**config.mk**
```make
export PLATFORM = sky130hd
export DESIGN_NAME = reg_file_sb
export DESIGN_NICKNAME = d
export VERILOG_FILES = /design/src/rtl/reg_file_sb_pkg.sv /design/src/rtl/reg_file_sb_pending_scoreboard.sv /design/src/rtl/reg_file_sb.sv
export SDC_FILE = /design/constraint.sdc
export NUM_CORES = 1
export LEC_CHECK = 0
export CAP_MARGIN = 5
export CORE_UTILIZATION = 60
export CTS_CLUSTER_SIZE = 40
export DETAILED_ROUTE_END_ITERATION = 8
export GPL_ROUTABILITY_DRIVEN = 0
export PLACE_DENSITY = 0.84
export SLEW_MARGIN = 20
export SYNTH_ARGS = -nofsm -noshare
export SYNTH_HDL_FRONTEND = slang
export SYNTH_SLANG_ARGS = --single-unit
```
**constraint.sdc**
```tcl
create_clock -name CLK -period 6.3 [get_ports CLK]
set_input_delay 1.575 -clock CLK [delete_from_list [all_inputs] [get_ports CLK]]
set_output_delay 1.575 -clock CLK [all_outputs]
set_load 0.01 [all_outputs]
```
**src/rtl/reg_file_sb_pkg.sv**
```systemverilog
// Shared constants and register index names for the reg_file_sb register file.
package reg_file_sb_pkg;

  localparam int unsigned RF_WIDTH   = 8;
  localparam int unsigned RF_DEPTH   = 8;
  localparam int unsigned REG_ADDR_W = 3;

  // Simulation-only timing figures; the RTL itself carries no delays.
  localparam int unsigned READ_DELAY  = 2;
  localparam int unsigned WRITE_DELAY = 1;

  typedef enum logic [REG_ADDR_W-1:0] {
    R0, R1, R2, R3, R4, R5, R6, R7
  } reg_idx_e;

endpackage

```
**src/rtl/reg_file_sb_pending_scoreboard.sv**
```systemverilog
// Pending-write scoreboard: one bit per register, set on issue, cleared on write-back.
module reg_file_sb_pending_scoreboard
  import reg_file_sb_pkg::*;
#(
  parameter int unsigned DEPTH = RF_DEPTH
) (
  input  logic                  i_clk,
  input  logic                  i_reset,
  input  logic                  i_set,
  input  logic [REG_ADDR_W-1:0] i_set_addr,
  input  logic                  i_clr,
  input  logic [REG_ADDR_W-1:0] i_clr_addr,
  input  logic [REG_ADDR_W-1:0] i_addr1,
  input  logic [REG_ADDR_W-1:0] i_addr2,
  input  logic                  i_fwd1,
  input  logic                  i_fwd2,
  output logic                  o_busy1,
  output logic                  o_busy2
);

  logic [DEPTH-1:0] r_pending;
  logic [DEPTH-1:0] w_pending_d;

  // Set is applied after clear so a same-cycle issue marks the new producer outstanding.
  always_comb begin
    w_pending_d = r_pending;
    if (i_clr) w_pending_d[i_clr_addr] = 1'b0;
    if (i_set) w_pending_d[i_set_addr] = 1'b1;
  end

  always_ff @(posedge i_clk) begin
    if (i_reset) r_pending <= '0;
    else         r_pending <= w_pending_d;
  end

  assign o_busy1 = r_pending[i_addr1] & ~i_fwd1;
  assign o_busy2 = r_pending[i_addr2] & ~i_fwd2;

endmodule

```
**src/rtl/reg_file_sb.sv**
```systemverilog
// 8x8 register file feeding the ALU, with two read ports, one write port,
// optional write-to-read forwarding and a pending-write scoreboard.
module reg_file_sb
  import reg_file_sb_pkg::*;
#(
  parameter int unsigned WIDTH  = RF_WIDTH,
  parameter int unsigned DEPTH  = RF_DEPTH,
  parameter bit          BYPASS = 1'b1
) (
  input  logic                  CLK,
  input  logic                  RESET,
  input  logic [WIDTH-1:0]      IN,
  input  logic [REG_ADDR_W-1:0] INADDRESS,
  input  logic                  WRITE,
  input  logic [REG_ADDR_W-1:0] OUT1ADDRESS,
  input  logic [REG_ADDR_W-1:0] OUT2ADDRESS,
  output logic [WIDTH-1:0]      OUT1,
  output logic [WIDTH-1:0]      OUT2,
  input  logic                  ISSUE,
  input  logic [REG_ADDR_W-1:0] ISSUEADDR,
  output logic                  BUSY1,
  output logic                  BUSY2,
  output logic                  STALL
);

  logic [WIDTH-1:0] r_regs [DEPTH];
  logic             w_hit1;
  logic             w_hit2;

  always_ff @(posedge CLK) begin
    if (RESET) begin
      for (int unsigned i = 0; i < DEPTH; i++) r_regs[i] <= '0;
    end else if (WRITE) begin
      r_regs[INADDRESS] <= IN;
    end
  end

  // A read hitting the register being written this cycle sees the incoming data.
  assign w_hit1 = BYPASS && WRITE && (INADDRESS == OUT1ADDRESS);
  assign w_hit2 = BYPASS && WRITE && (INADDRESS == OUT2ADDRESS);

  assign OUT1 = w_hit1 ? IN : r_regs[OUT1ADDRESS];
  assign OUT2 = w_hit2 ? IN : r_regs[OUT2ADDRESS];

  reg_file_sb_pending_scoreboard #(
    .DEPTH (DEPTH)
  ) u_scoreboard (
    .i_clk      (CLK),
    .i_reset    (RESET),
    .i_set      (ISSUE),
    .i_set_addr (ISSUEADDR),
    .i_clr      (WRITE),
    .i_clr_addr (INADDRESS),
    .i_addr1    (OUT1ADDRESS),
    .i_addr2    (OUT2ADDRESS),
    .i_fwd1     (w_hit1),
    .i_fwd2     (w_hit2),
    .o_busy1    (BUSY1),
    .o_busy2    (BUSY2)
  );

  assign STALL = BUSY1 | BUSY2;

endmodule

```
==> results of run 1 <==
flip-flops by register name, summed over array words and instances, names as in the netlist:
register,cells
u_scoreboard.r_pending,8
r_regs,64
power breakdown:
part           switching [mW]  internal, mW  leakage, nW
Clock                   0.176         0.264        0.117
Combinational          0.0970         0.109         1.08
Sequential             0.0151         0.550        0.684
Total                   0.288         0.922         1.88
cells by family (layout without fill, tap and decap cells):
kind of cell	after synthesis	count (layout)	share of synthesized area
AOI/OAI and AO/OA	34	34	0.0479
xor gates and xnor gates	6	6	0.0124
and+or+nand+nor	118	118	0.157
muxes	54	54	0.254
buffers and inverters	25	77	0.0369
DFF	72	72	0.492
cell usage in the layout, fill, tap and decap left out, types with 3 or more instances in the layout:
master,instances
clkbuf_8,9
and2_1,64
nand2b_1,5
nand2_1,4
buf_4,9
mux4_1,29
mux4_2,5
nor2_1,26
bufinv_16,3
xnor2_1,6
dfxtp_1,8
a21oi_1,18
inv_1,10
edfxtp_1,64
mux2i_1,20
nor2b_1,4
clkdlybuf4s50_1,42
o21ai_0,6
nand3_1,4
worst max-delay path, stage by stage:
cell	delay [ns]
clkdlybuf4s50_1	0.79
xnor2_1	0.18
nand4_1	0.33
buf_4	0.30
a21oi_1	0.22
clkdlybuf4s50_1	0.59
final cells by class:
type                            count  share of cell area
Clock buffer                        9              0.0249
Clock inverter                      7              0.0239
Inverter                           10             0.00755
Multi-Input combinational cell    212               0.403
Sequential cell                    72               0.419
Tap cell                           96              0.0241
Timing Repair Buffer               51              0.0981
layer usage:
layer | vias to the layer above | GRT usage | part of all wire
met5 | - | 0 | 0
met4 | 0 | 0.117 | 0.030
met3 | 28 | 0.0597 | 0.083
met2 | 153 | 0.509 | 0.51
met1 | 1426 | 0.364 | 0.38
li1 | 1277 | - | -
metrics by stage:
step	hold WS (ns)	power, mW	instances
final	0.493	1.21	457
after CTS	0.489	1.21	457
after global placement	0.475	0.770	441
after global routing	0.519	1.25	457
after floorplan	0.452	0.684	309
after detailed placement	0.477	0.778	441
how the worst max path moves through the flow:
stage	startpoint	slack (ns)	depth (start not counted)	to
6_report	INADDRESS[2]	0.73	6	OUT1[6]
5_1_grt	INADDRESS[2]	0.60	6	OUT1[2]
4_1_cts	OUT1ADDRESS[0]	0.79	7	OUT1[6]
3_5_place_dp	OUT1ADDRESS[0]	0.80	7	OUT1[6]
3_3_place_gp	OUT1ADDRESS[0]	0.83	7	OUT1[6]
2_1_floorplan	OUT1ADDRESS[1]	2.09	4	STALL
==> flow_summary.toml, run 1 <==
[outcome]
status = "completed"

[timing]
tightestPinTransition_ns = 1.08
tns_ns = 0
fmax_mhz = 180
relSlewSlack = 0.279
fin_crit_ns = 5.57
fin_crit_sh = 0.884
setup_ws_ns = 0.731
finalClockSkew_ns = 0
rsz0062_at_grt = "false"
setup_viol = 0
hold_violations = 0
drv_slew = 0

[layout]
post-route-util = 0.732
nFillCells = 449
final_area_mm2 = 0.00497
drive_above_1_share = 0.0970
multi_input_area_mm2 = 0.00200
n_antenna_cell = 0
syn_to_final_growth_pct = 17.5
fin_nets = 380
register_area_mm2 = 0.00208

[run]
maxCapViolations = 0

[min_path]
min_path_cells = 2
hold_end = "u_scoreboard.r_pending[6]"
hp-class = "reg2reg"
hp-start = "u_scoreboard.r_pending[6]"

[logic_synthesis]
ys.flop_type = "edfxtp_1"
synth_top_area_share = 0.454
syn-instance-count = 309
synth_area_leaders = "edfxtp_1 45%, mux4_1 18%, and2_1 9.5%"
netlist_area_mm2 = 0.00423
ys.warnings.count = 0
yosysTopAreaCell = "edfxtp_1"
async_flop_share = 0
syn-mean-instance-area_um2 = 13.7
syn_nets = 333
ys_seq_elements = 72
ys_seq_area_frac = 0.492
synth-edff-count = 64
yosysUniqueCellTypes = 34
synth_common_cells = "64 x and2_1, 64 x edfxtp_1, 29 x mux4_1"

[clocking]
clk_pin_slew_ns = 0.08
cts-htree-levels = 3
postCtsResizedCells = 0
insertion_delay_ns = 0.34
clockBufferDepth = 2
cts_tree = "done"
numCtsBuffers = 9
hold_buffers = 0
cts_num_sinks = 72
root_buffer = "clkbuf_8"
post-cts-setup-buffers = 0

[worst_setup_path]
cp.required_ns = 4.72
cp_max_fo = 11
cp_data_arrival_time_ns = 3.99
worstSetupPathType = "in2out"
reg2reg_slack_ns = 5.64
start_kind = "primary input"
worst_r2r_path_depth = 1
rr_startpoint = "u_scoreboard.r_pending[4]"
r2r-end = "u_scoreboard.r_pending[4]"
end_kind = "primary output"

[floorplanning]
rows = 30
dieArea_mm2 = 0.00740
coreArea_mm2 = 0.00679
start_util = 0.623
io_pins = 43
dieHeight_um = 86.0
die_width_um = 86.0

[placed_design]
port_buffers = 42
placed_cell_area_mm2 = 0.00472
dp_hpwl_mm = 6.91
dp_slack_ns = 0.801

[power]
power.density_mw_per_mm2 = 243
vdd_drop_max_uv = 143
power.leakage_nw = 1.88

[route]
drt_iter0_markers = 274
ant_nets = 0
drc = 0
num_vias = 2884
viasPerCell = 6.31
drt_wl_total_mm = 10.2
drt-pass1-iter-count = 5
wl_per_cell_um = 22.2

[global_route]
grt_pass1_wl_mm = 15.1
overflow = 0
antenna_found_initial = 0
grt_pass1_vias = 2834
grtUsageTotal = 0.294
grt_max_degree = 21
(Power assumes the default switching activity.)
==> run 2, diff against run 1 <==
CORE_UTILIZATION = 30   (was 60)
PLACE_DENSITY = unset   (was 0.84)
SETUP_SLACK_MARGIN = 0.1   (was unset)
SYNTH_HIERARCHICAL = 1   (was unset)
==> run 2 against run 1 <==
Compared with the run above: hold slack better by 0.0033 ns; first-iteration DRC count is 27% lower; cell area is 4.9% higher; count of clock-buffer cells in the layout is 5 higher; clock power is 27% higher; highest routed layer unchanged; non-clock buffer count is 2 higher; utilization is 36 points lower; synthesized area is 0.68% higher; largest cell class unchanged; critical endpoint is now OUT2[6]; combinational power is 3% higher; sequential power hardly changed; final cell count is 16% higher.
==> flow_summary.toml, run 2 <==
[global_route]
grt_pass1_vias = 2927
overflow = 0
grtUsageTotal = 0.161
antenna_found_initial = 0
grt_max_degree = 21
grt_pass1_wl_mm = 17.1

[layout]
largest_register = "r_regs"
register_area_mm2 = 0.00208
final_area_mm2 = 0.00522
most-common-layout-cells = "64 x and2_1, 64 x edfxtp_1, 42 x clkdlybuf4s50_1"
reg_top3 = "r_regs (64), u_scoreboard/r_pending (8)"
largest_reg_flops = 64
nFillCells = 1320
syn_to_final_growth_pct = 22.4
fin_nets = 369
drive_above_1_share = 0.237
multi_input_area_mm2 = 0.00205
layout.cells.non_filler = 530
post-route-util = 0.376
n_antenna_cell = 0

[timing]
finalClockSkew_ns = 0
hold_ws_ns = 0.496
fin_crit_sh = 0.892
tns_ns = 0
fin_crit_ns = 5.62
rsz0062_at_grt = "false"
setup_ws_ns = 0.678
relSlewSlack = 0.532
drv_slew = 0
hold_violations = 0
fmax_mhz = 178
tightestPinTransition_ns = 0.699
setup_viol = 0

[clocking]
numCtsBuffers = 9
cts_tree = "done"
clk_pin_slew_ns = 0.06
root_buffer = "clkbuf_16"
post-cts-setup-buffers = 0
clockBufferDepth = 2
insertion_delay_ns = 0.33
postCtsResizedCells = 0
hold_buffers = 0
cts-htree-levels = 3
cts_num_sinks = 72

[worst_setup_path]
worstSetupPathType = "in2out"
cp_data_arrival_time_ns = 4.05
cp.required_ns = 4.72
cp_max_fo = 19
start_kind = "primary input"
end_kind = "primary output"

[logic_synthesis]
async_flop_share = 0
synth_top_area_share = 0.451
ys_seq_elements = 72
netlist_area_mm2 = 0.00426
ys_seq_area_frac = 0.488
syn-instance-count = 294
yosysUniqueCellTypes = 29
synth-edff-count = 64
synth_common_cells = "64 x and2_1, 64 x edfxtp_1, 30 x mux2_2"
synth_area_leaders = "edfxtp_1 45%, mux4_1 12%, and2_1 9.4%"
ys.flop_type = "edfxtp_1"
ys.warnings.count = 6
syn_nets = 318
syn-mean-instance-area_um2 = 14.5
yosysTopAreaCell = "edfxtp_1"

[route]
drt_iter0_markers = 200
drc = 0
wl_per_cell_um = 20.6
drt-pass1-iter-count = 4
drt_wl_total_mm = 10.9
viasPerCell = 5.15
ant_nets = 0
num_vias = 2728

[placed_design]
dp_cells = 514
dp_slack_ns = 0.673
placed_cell_area_mm2 = 0.00488
port_buffers = 42
dp_hpwl_mm = 7.58

[floorplanning]
rows = 43
io_pins = 43
dieHeight_um = 121
coreArea_mm2 = 0.0139
start_util = 0.307
die_width_um = 121
dieArea_mm2 = 0.0147

[power]
vdd_drop_max_uv = 140
power.density_mw_per_mm2 = 255
power.leakage_nw = 1.89
power_mw = 1.33

[min_path]
hp-class = "reg2reg"

[outcome]
status = "completed"

[run]
maxCapViolations = 0
run 2: report_power, final:
part           total (mW)  switching (mW)  internal, mW
Combinational       0.213          0.0931         0.120
Clock               0.557           0.197         0.360
Sequential          0.563          0.0148         0.548
Total                1.33           0.305          1.03
run 2: logic make-up (layout without fill, tap and decap cells):
kind of cell,after synthesis,after routing,synth area share
compound gates,20,20,0.0276
xor+xnor,6,6,0.0123
buf+inv,17,73,0.0296
flops,72,72,0.488
mux,70,70,0.293
simple gates,109,109,0.149
run 2: worst max-delay path, cell delays in order:
cell             delay [ns]
clkdlybuf4s50_1        0.46
buf_4                  0.33
mux4_1                 0.64
mux2_2                 0.30
mux2_4                 0.26
clkdlybuf4s50_1        0.49
run 2: path summary, 6_finish.rpt:
check,startpoint,depth (start not counted),slack [ns],endpoint
max,OUT2ADDRESS[0],6,0.68,OUT2[6]
max reg2reg,u_scoreboard/r_pending[3],2,5.62,u_scoreboard/r_pending[3]
min reg2reg,u_scoreboard/r_pending[0],2,0.50,u_scoreboard/r_pending[0]
min,u_scoreboard/r_pending[0],2,0.50,u_scoreboard/r_pending[0]
run 2: layer usage:
layer,share of wire,wire (um),GRT usage
met1,0.45,4880,0.209
met3,0.056,617,0.0277
met2,0.49,5320,0.270
met4,0.012,128,0.0540
met5,0,0,0
run 2: final cells by class:
class                           count  area share
Multi-Input combinational cell    205       0.394
Clock inverter                      2     0.00216
Tap cell                          180      0.0432
Clock buffer                       14      0.0628
Timing Repair Buffer               53      0.0964
Inverter                            4     0.00288
Sequential cell                    72       0.399
==> run 3, diff against run 2 <==
ABC_CLOCK_PERIOD_IN_PS = 6300   (was unset)
SLEW_MARGIN = unset   (was 20)
==> results of run 3 <==
Same layout as run 2: the final DEF is identical, and so are final timing and power.
